`config.mk`:
```
export PLATFORM = sky130hd
export DESIGN_NAME = rsa_encoder
export DESIGN_NICKNAME = d
export VERILOG_FILES = /design/src/rtl/rsa_encoder.sv
export SDC_FILE = /design/constraint.sdc
export NUM_CORES = 1
export LEC_CHECK = 0
export CAP_MARGIN = 20
export CORE_MARGIN = 4
export CORE_UTILIZATION = 60
export DETAILED_ROUTE_END_ITERATION = 8
export GPL_TIMING_DRIVEN = 0
export HOLD_SLACK_MARGIN = 0.08
export PLACE_DENSITY = 0.9
export SLEW_MARGIN = 10
export SYNTH_ARGS = -nofsm -noshare
export SYNTH_HDL_FRONTEND = slang
export SYNTH_SLANG_ARGS = --single-unit
```
`constraint.sdc`:
```
create_clock -name clk -period 3.6 [get_ports clk]
set_input_delay 1.08 -clock clk [delete_from_list [all_inputs] [get_ports clk]]
set_output_delay 1.08 -clock clk [all_outputs]
set_load 0.02 [all_outputs]
```
`src/rtl/rsa_encoder.sv`:
```
// Fixed-key RSA encryption core: data_out = data_in^e mod n.
// Left-to-right square-and-multiply over a bit-serial radix-2 Montgomery
// multiplier. Each MonPro takes k iterations plus one final-subtract cycle.
// The load of the next product overlaps that final cycle. Only the very
// first product spends a separate load cycle, after x has been captured.
module rsa_encoder #(
   parameter int unsigned n      = 3551,
   parameter int unsigned e      = 5,
   parameter int unsigned k      = 12,
   parameter int unsigned logk   = 4,
   parameter int unsigned exp_2k = 2292
) (
   input  logic         clk,
   input  logic         rst_n,
   input  logic         start,
   input  logic [k-1:0] data_in,
   output logic [k-1:0] data_out,
   output logic         done
);
   localparam int unsigned   CW       = logk + 1;
   localparam logic [k-1:0]  E_K      = k'(e);
   localparam logic [k-1:0]  R2_K     = k'(exp_2k);
   localparam logic [k+1:0]  N_S      = (k+2)'(n);
   localparam logic [CW-1:0] CNT_LAST = CW'(k + 1);

   typedef enum logic [2:0] {IDLE, PRE_X, PRE_A, EXP_SQ, EXP_MUL, POST, DONE} state_t;

   state_t         state_q, state_d;
   logic [k-1:0]   x_q, x_d;
   logic [k-1:0]   xm_q, xm_d;
   logic [k-1:0]   op_a_q, op_a_d;    // MonPro multiplier, shifted right each iteration
   logic [k-1:0]   op_b_q, op_b_d;    // MonPro multiplicand
   logic [k+1:0]   s_q, s_d;          // MonPro accumulator, always < 2n
   logic [CW-1:0]  cnt_q, cnt_d;      // 0 = load, 1..k = iterate, k+1 = final
   logic [logk-1:0] i_q, i_d;         // exponent bit index
   logic [k-1:0]   data_out_q, data_out_d;
   logic           done_q, done_d;

   logic [k+1:0]   t_add, t_odd;
   logic [k-1:0]   mp_res;

   // One Montgomery iteration and the final conditional subtraction.
   always_comb begin
      t_add  = s_q + (op_a_q[0] ? {2'b00, op_b_q} : '0);
      t_odd  = t_add[0] ? t_add + N_S : t_add;
      mp_res = (s_q >= N_S) ? k'(s_q - N_S) : k'(s_q);
   end

   // Sequencer: the running A lives in op_a/op_b, reloaded from mp_res.
   always_comb begin
      state_d    = state_q;
      x_d        = x_q;
      xm_d       = xm_q;
      op_a_d     = op_a_q;
      op_b_d     = op_b_q;
      s_d        = s_q;
      cnt_d      = cnt_q;
      i_d        = i_q;
      data_out_d = data_out_q;
      done_d     = done_q;
      case (state_q)
         IDLE: begin
            done_d = 1'b0;
            if (start) begin
               x_d     = data_in;
               cnt_d   = '0;
               state_d = PRE_X;
            end
         end
         DONE: begin
            if (!start) begin
               done_d  = 1'b0;
               state_d = IDLE;
            end
         end
         default: begin
            if (cnt_q == '0) begin
               s_d    = '0;
               op_a_d = x_q;
               op_b_d = R2_K;
               cnt_d  = CW'(1);
            end else if (cnt_q != CNT_LAST) begin
               s_d    = t_odd >> 1;
               op_a_d = op_a_q >> 1;
               cnt_d  = cnt_q + CW'(1);
            end else begin
               s_d   = '0;
               cnt_d = CW'(1);
               case (state_q)
                  PRE_X: begin
                     xm_d    = mp_res;
                     op_a_d  = k'(1);
                     op_b_d  = R2_K;
                     state_d = PRE_A;
                  end
                  PRE_A: begin
                     i_d     = logk'(k - 1);
                     op_a_d  = mp_res;
                     op_b_d  = mp_res;
                     state_d = EXP_SQ;
                  end
                  EXP_SQ: begin
                     op_a_d = mp_res;
                     if (E_K[i_q]) begin
                        op_b_d  = xm_q;
                        state_d = EXP_MUL;
                     end else if (i_q == '0) begin
                        op_b_d  = k'(1);
                        state_d = POST;
                     end else begin
                        op_b_d = mp_res;
                        i_d    = i_q - logk'(1);
                     end
                  end
                  EXP_MUL: begin
                     op_a_d = mp_res;
                     if (i_q == '0) begin
                        op_b_d  = k'(1);
                        state_d = POST;
                     end else begin
                        op_b_d  = mp_res;
                        i_d     = i_q - logk'(1);
                        state_d = EXP_SQ;
                     end
                  end
                  POST: begin
                     data_out_d = mp_res;
                     done_d     = 1'b1;
                     state_d    = DONE;
                  end
                  default: ;
               endcase
            end
         end
      endcase
   end

   // State registers; rst_n is active-high and synchronous.
   always_ff @(posedge clk) begin
      if (rst_n) begin
         state_q    <= IDLE;
         x_q        <= '0;
         xm_q       <= '0;
         op_a_q     <= '0;
         op_b_q     <= '0;
         s_q        <= '0;
         cnt_q      <= '0;
         i_q        <= '0;
         data_out_q <= '0;
         done_q     <= 1'b0;
      end else begin
         state_q    <= state_d;
         x_q        <= x_d;
         xm_q       <= xm_d;
         op_a_q     <= op_a_d;
         op_b_q     <= op_b_d;
         s_q        <= s_d;
         cnt_q      <= cnt_d;
         i_q        <= i_d;
         data_out_q <= data_out_d;
         done_q     <= done_d;
      end
   end

   assign data_out = data_out_q;
   assign done     = done_q;

endmodule

```
# [Word level (Yosys, flattened, before mapping)]
# Memories as Yosys holds them, arrays and structs flattened. A register that Yosys moved wholly into a read port is not among the register bits.
# Index checks and enable logic that the tools add are counted.
[totals] wordCells=92 rom_bits=16 output_inout_bits=13 regBits=86 memories=1
[op_classes] n_reduce_logical=19 muxes=37 n_bitwise=4 n_addsub=5 n_lt_le_gt_ge=2 eq_ne=14
[memory_table] name="(name not given)" words=16 width=1 rd=1 rd_ports_with_merged_regs=1 wr=0 line_no="104" text="if (E_K[i_q]) begin"
[op_table] operator="12-bit two-way mux" count=8
[op_table] operator="12-bit case mux with 4 select lines" count=1
[op_table] operator="13-bit two-way mux" count=2
[op_table] operator="12-bit case mux with 2 select lines" count=1
[op_table] operator="3-bit two-way mux" count=7
[op_table] operator="4-bit two-way mux" count=4
[op_table] operator="5-bit two-way mux" count=3
[op_table] operator="3-bit case mux with 5 select lines" count=1
[op_table] operator="13-bit by 12-bit adder with 14-bit output" count=1
[op_table] operator="14-bit by 12-bit adder with 14-bit output (second input constant)" count=1
[op_table] operator="14-bit two-way mux" count=1
[op_table] operator="13-bit by 12-bit greater-or-equal comparator with 1-bit output (second input constant)" count=1
[op_table] operator="4-bit case mux with 3 select lines" count=1
[op_table] operator="4-bit AND reduction" count=3
[op_table] operator="12-bit subtractor (second input constant)" count=1
[op_table] operator="5-bit case mux with 2 select lines" count=1
[op_table] operator="3-bit == test (second input constant)" count=3
[op_table] operator="2-bit inequality test (second input constant)" count=4
[op_table] operator="7-bit nonzero test" count=1
[op_table] operator="3-bit by 2-bit == test with 1-bit output (second input constant)" count=2
[op_table] operator="3-bit by 1-bit inequality test with 1-bit output (second input constant)" count=2
[op_table] operator="3-bit case mux with 2 select lines" count=1
[op_table] operator="2-bit AND reduction" count=3
[op_table] operator="6-bit AND reduction" count=1
[op_table] operator="19 further kinds" count=27

# [Depth between registers and ports, before layout]
# Gate-level depths: netlist of run 1.
[logic_depth] depth_word=7 mapped_depth=12 mapped_depth_nobuf=11

# [Least setup slack after synthesis of run 1]
# OpenSTA, ideal clock, no wires.
[synth_path] kind="register to register" startpoint="register op_a_q[0]" endpoint="register s_q[10]" synth_period_minus_slack_ps=3001 setup_slack_ps=599 t_arrival_ps=2884 required_ps=3483 path_buffers=1 path_stages_with_launch=12 cell_sequence="dfxtp_1 > clkbuf_1 > and2_1 > ha_1 > fa_1 > a211oi_1 > o21ai_0 > xor2_1 > o41a_1 > or3_1 > xnor2_1 > a22o_1"
[synth_via] elab_chain_cells=6
[synth_lines] item="start, declared" line_no="31" text="logic [k-1:0] op_a_q, op_a_d;"
[synth_lines] item="start signal, assigned" line_no="155" text="op_a_q <= op_a_d;"
[synth_lines] item="12-bit two-way mux (*)" line_no="44" text="t_add = s_q + (op_a_q[0] ? {2'b00, op_b_q} : '0);"
[synth_lines] item="13-bit by 12-bit adder with 14-bit output (*)" line_no="44"
[synth_lines] item="14-bit by 12-bit adder with 14-bit output" line_no="45" text="t_odd = t_add[0] ? t_add + N_S : t_add;"
[synth_lines] item="14-bit two-way mux (*)" line_no="45"
[synth_lines] item="13-bit two-way mux (*)" line_no="82" text="end else if (cnt_q != CNT_LAST) begin"
[synth_lines] item="13-bit two-way mux (*)" line_no="77" text="if (cnt_q == '0) begin"
[synth_lines] item="end signal, assigned" line_no="146" text="s_q <= '0;"
[synth_lines] item="end signal, assigned" line_no="157" text="s_q <= s_d;"
[synth_lines] item="end, declared" line_no="33" text="logic [k+1:0] s_q, s_d;"
# Mark *: on every way between the ends. The rest lies on a longest branch, timed or not.
# A chain may end at the register's enable or synchronous reset.

# [Worst setup path after layout of run 1]
[layout_path] startpoint="register op_a_q[0]" endpoint="register s_q[11]"
# Same word-level chain as after synthesis.

==> reports/metrics.cfg, run 1 <==
[power]
power_switching_uw = 590
seqPwrFrac_pct = 48.3
pwr-share-comb_pct = 12.3
p_per_area_nw_per_um2 = 407
clkPwrFrac_pct = 39.4
p_int_mw = 1.57
peakVddDrop_mv = 0.341
power.leakage_nw = 1.94
p_sw_share_pct = 27.3

[clock_network]
root_buffer = clkbuf_8
postCtsSetupBuffers = 0
clkSinkCount = 87
tritoncts = done
clkTransAtPathRegs_ps = 100
numCtsBuffers = 9
htreeDepth = 3
cts_hold_buf = 0
clk_latency_ps = 370
cts_buffer_depth = 2

[synthesis]
yosysSeqAreaShare_pct = 37.4
ys_top_cells_by_area = dfxtp_1 37%, a21oi_1 5.5%, nor2_1 5.4%, ha_1 4.6%, nand2_1 4.2%
synth_cells = 568
synth_top_area_share_pct = 37.4
yosys.area.top_type = dfxtp_1
ys_warn_count = 0
syn-cell-area_um2 = 4650
syn_avg_cell_area_um2 = 8.19
synthFlopType = dfxtp_1
synthDistinctLibCells = 55
synthArstFlopShare_pct = 0
ys_seq_elements = 87
synth_edf_count = 0
syn-num-nets = 601

[worst_setup_path]
slowest_stage = fa_1
worstPathArrival_ps = 3610
cp-start-kind = register
path_class = reg2reg
crit_family = compound AO/OA/AOI/OAI gates
crit_path_cell_trace = clkbuf_1 > and2_1 > ha_1 > fa_1 > a211oi_2 > o211ai_1 > nand2_1 > xnor2_1 > o41a_1 > o31a_1 > xnor2_1 > a22o_1
crit_path_max_fanout = 10
worst_path_most_repeated_cell = xnor2_1
reg2reg_slack_ps = 250
path_buf_inv = 1
crit_required_ps = 3860
max_stage_delay_ps = 460
cp-end-kind = register

[cells_and_area]
seqCellArea_um2 = 1740
nets = 639
n_antenna_cell = 0
multiInputGateArea_um2 = 2740
drive_above_1_share_pct = 4.75
stdcell_count = 710
fill_cells = 572
areaGrowthSynthToFinish_pct = 14.0

[floorplan]
dieWidth_um = 96.1
start_util_pct = 62.8
rows = 31
dieArea_um2 = 9230
io_pins = 28
die_h_um = 96.1
fp.coreArea_um2 = 7410

[sta]
rsz0062_at_grt = no
hold_violations = 0
period_share_pct = 93.0
fin_setup_tns_ps = 0
fmax_ghz = 0.299
slew_violations = 0
period_minus_slack_ps = 3350
worstMarginPinSlew_ps = 907
slew_headroom_pct = 39.4
setup_violations = 0
finClkSkew_ps = 10.5
whs_ps = 464

[drt]
drtIter0Drc = 492
vias = 4605
drtPass1Iterations = 6
drc = 0
wl_per_cell_um = 18.0
wl_um = 12800
drtAntennaViolNets = 0
viasPerCell = 6.49

[global_route]
grtUsageTotal_pct = 29.2
antenna_found_initial = 0
grt_max_degree = 17
grt_pass1_wl_um = 20900
grt_pass1_vias = 4445
overflow = 0

[placement]
io_buffers = 27
dp_cells = 694
dp_hpwl_um = 9390
place_congestion = 0.946

[min_path]
hp-class = reg2reg

[run]
drv_cap = 0

[run_status]
outcome = finished, final reports clean

==> cell usage after synthesis (5+ instances only) <==
cell,n
a211oi_1,23
a21oi_1,51
a221oi_1,11
a222oi_1,6
a22oi_1,16
a31oi_1,9
and2_1,14
and3_1,5
clkbuf_1,28
dfxtp_1,87
ha_1,17
inv_1,14
mux2i_1,8
nand2_1,52
nand2b_1,5
nand3_1,8
nor2_1,67
nor3_1,13
o211ai_1,6
o21ai_0,35
xnor2_1,20
xor2_1,14
==> power groups by stage <==
stage / logic, mW / registers, mW / clock network, mW
3_5_place_dp: 0.252 / 1.06 / 0
5_1_grt: 0.294 / 1.04 / 0.885
6_report: 0.265 / 1.04 / 0.850
2_1_floorplan: 0.179 / 1.05 / 0
4_1_cts: 0.258 / 1.04 / 0.848
3_3_place_gp: 0.244 / 1.06 / 0
==> worst register-to-register path, delay by kind of cell, from the launching register on <==
family	cells	cell delay (ps)
AOI/OAI and AO/OA	5	1370
adders and majority gates	2	710
and+or+nand+nor	2	320
buffers and inverters	1	220
DFF	1	380
xor gates and xnor gates	2	250
==> stage by stage <==
stage                     power, mW  instance area, um2  worst slack (ps)  utilization (%)
after global routing           2.22                5300              69.3             71.6
after global placement         1.30                5050               317             68.1
final                          2.16                5300               251             71.6
after CTS                      2.14                5300               194             71.5
after floorplan                1.23                4650               599                -
after detailed placement       1.31                5050               246             68.1
==> registers in the layout, summed over array words and instances (netlist names), named ones only <==
| name | cells |
|---|---|
| data_out | 12 |
| i_q | 4 |
| s_q | 13 |
| op_a_q | 12 |
| done | 1 |
| op_b_q | 12 |
| cnt_q | 5 |
| x_q | 12 |
| xm_q | 12 |
| state_q | 3 |
==> repair_timing <==
item                       in CTS  in global routing
setup endpoints to repair       0                  1
resized for setup               0                  1
hold endpoints to repair        0                  0
==> layout make-up <==
cell class	count	share of cell area [%]
Multi-Input combinational cell	434	51.6
Clock buffer	9	2.34
Clock inverter	7	2.38
Sequential cell	87	32.9
Inverter	14	0.991
Buffer	33	2.41
Tap cell	99	2.34
Timing Repair Buffer	27	5.10
==> per-layer routing <==
metal,global-route usage (%),wire length [um]
met5,0,0
met4,13.3,471
met3,7.35,1090
met2,48.1,6120
met1,35.7,5100
==> path summary, 6_finish.rpt <==
| kind | from | cells after the start | end |
|---|---|---|---|
| setup / recovery | op_a_q[0] | 12 | s_q[11] |
| hold reg to reg | x_q[2] | 2 | x_q[2] |
| setup reg to reg | op_a_q[0] | 12 | s_q[11] |
| hold / removal | x_q[2] | 2 | x_q[2] |
==> placed cells by master (no fill, tap or decap), types with 5 or more instances in the layout <==
cell	Yosys	layout
o21ai_0	35	35
a211oi_1	23	22
a31oi_1	9	9
a21oi_1	51	51
mux2i_1	8	8
xor2_1	14	14
dfxtp_1	87	87
inv_1	14	14
clkdlybuf4s50_1	0	27
nor3_1	13	13
clkbuf_1	28	28
nand2_1	52	52
and3_1	5	5
xnor2_1	20	20
a221oi_1	11	11
nor2_1	67	67
clkbuf_8	0	9
a222oi_1	6	6
ha_1	17	17
and2_1	14	14
nand2b_1	5	5
nand3_1	8	8
a22oi_1	16	16
o211ai_1	6	6
==> logic make-up after synthesis <==
group           after synthesis  share of synthesized area (%)
compound gates              192                           27.5
xor+xnor                     34                           6.40
fa+ha+maj                    18                           5.00
buf+inv                      47                           3.87
flops                        87                           37.4
mux                           8                           1.72
simple gates                182                           18.1
(Power assumes the default switching activity.)
==> inputs of run 2 (changes only) <==
--- a/config.mk
+++ b/config.mk
@@ -12,6 +12,7 @@
 export GPL_TIMING_DRIVEN = 0
 export HOLD_SLACK_MARGIN = 0.08
 export PLACE_DENSITY = 0.9
+export REMOVE_ABC_BUFFERS = 1
 export SLEW_MARGIN = 10
 export SYNTH_ARGS = -nofsm -noshare
 export SYNTH_HDL_FRONTEND = slang
==> reports/metrics.cfg, run 2 (synthesis gave the netlist of run 1 again) <==
[drt]
drtAntennaViolNets = 0
vias = 4419
wl_per_cell_um = 17.4
drc = 0
viasPerCell = 6.47
wl_um = 11900
drtPass1Iterations = 6
drtIter0Drc = 399

[floorplan]
io_pins = 28
rows = 31
dieArea_um2 = 9230
die_h_um = 96.1
fp.coreArea_um2 = 7410
start_util_pct = 62.8
dieWidth_um = 96.1

[min_path]
hp-class = reg2reg

[sta]
worstMarginPinSlew_ps = 1070
slew_headroom_pct = 28.4
fin_setup_tns_ps = 0
fin_ws_ps = 317
rsz0062_at_grt = no
period_minus_slack_ps = 3280
setup_violations = 0
fmax_ghz = 0.305
slew_violations = 0
hold_violations = 0
period_share_pct = 91.2
finClkSkew_ps = 9.31

[placement]
place_congestion = 0.871
dp_hpwl_um = 8280
dp_worst_setup_slack_ps = 381
io_buffers = 27

[worst_setup_path]
path_class = reg2reg
cp-end-kind = register
crit_path_max_fanout = 13
worstPathArrival_ps = 3550
crit_required_ps = 3870
cp-start-kind = register

[global_route]
antenna_found_initial = 0
overflow = 0
grt_max_degree = 48
grt_pass1_vias = 4210
grtUsageTotal_pct = 26.5
grt_pass1_wl_um = 19500

[clock_network]
clk_latency_ps = 370
clkSinkCount = 87
htreeDepth = 3
numCtsBuffers = 9
postCtsSetupBuffers = 0
cts_buffer_depth = 2
root_buffer = clkbuf_8
tritoncts = done
cts.repair.resized = 0
cts_hold_buf = 0
clkTransAtPathRegs_ps = 90

[cells_and_area]
drive_above_1_share_pct = 6.16
largest_reg_flops = 13
n_antenna_cell = 0
top_register = s_q
layout_commonest_cell = dfxtp_1
nets = 612
areaGrowthSynthToFinish_pct = 11.8
final_cell_mix = 87 x dfxtp_1, 66 x nor2_1, 52 x nand2_1

[power]
peakVddDrop_mv = 0.380
p_sw_share_pct = 29.1
p_int_mw = 1.42
seqPwrFrac_pct = 52.3
pwr-share-comb_pct = 12.3
power.leakage_nw = 1.92
finalPower_mw = 2.01
clkPwrFrac_pct = 35.4
power_switching_uw = 585
p_per_area_nw_per_um2 = 386

[run_status]
outcome = finished, final reports clean

[run]
drv_cap = 0

[run 2: changes by cell type in the layout (fill, tap and decap cells not counted), sizes merged]
cell           change
clkbuf            -28
clkdlybuf4s50      -1
buf                +2
bufinv             -2
clkinv             +2
[run 2: through the flow]
step | instance area, um2 | std cells | hold WS (ps) | util, %
after floorplan | 4520 | 535 | 430 | -
after global placement | 4920 | 661 | 445 | 66.4
after detailed placement | 4990 | 666 | 448 | 67.3
after CTS | 5190 | 682 | 461 | 70.1
after global routing | 5200 | 683 | 474 | 70.2
final | 5200 | 683 | 464 | 70.2
[run 2: layer usage]
metal  share of wire, %  up-vias  wire length (um)  global-route usage (%)
li1                   -     2092                 -                       -
met1                 41     2080              4870                    33.1
met2                 49      210              5810                    45.1
met3                7.4       37               878                    5.63
met4                2.5        0               301                    9.12
met5                  0        -                 0                       0
[run 2: worst paths after layout]
check | endpoint | slack [ps] | cells after the start | from
worst min register to register | x_q[2] | 460 | 2 | x_q[2]
worst max register to register | s_q[10] | 320 | 10 | op_a_q[0]
worst min-delay path | x_q[2] | 460 | 2 | x_q[2]
worst max-delay path | s_q[10] | 320 | 10 | op_a_q[0]
[run 2: final cells by class]
class,instances,area [um2]
Tap cell,99,124
Inverter,14,52.6
Fill cell,546,2210
Timing Repair Buffer,33,323
Multi-Input combinational cell,434,2760
Clock buffer,9,124
Clock inverter,7,80.1
Sequential cell,87,1740
[run 2: worst max-delay path: stages, from the launching register on]
cell and delay, ps:
dfxtp_1 430, and2_1 230, ha_1 220, fa_1 430
a211oi_1 290, o21ai_0 150, xor2_1 200, o41a_1 470
or3_1 420, xnor2_1 150, a22o_1 180
[run 2: power groups by stage]
stage | Clock, mW | Combinational [mW] | Sequential [mW]
5_1_grt | 0.750 | 0.271 | 1.06
3_3_place_gp | 0 | 0.218 | 1.07
2_1_floorplan | 0 | 0.151 | 1.06
4_1_cts | 0.715 | 0.239 | 1.05
3_5_place_dp | 0 | 0.236 | 1.07
6_report | 0.711 | 0.246 | 1.05
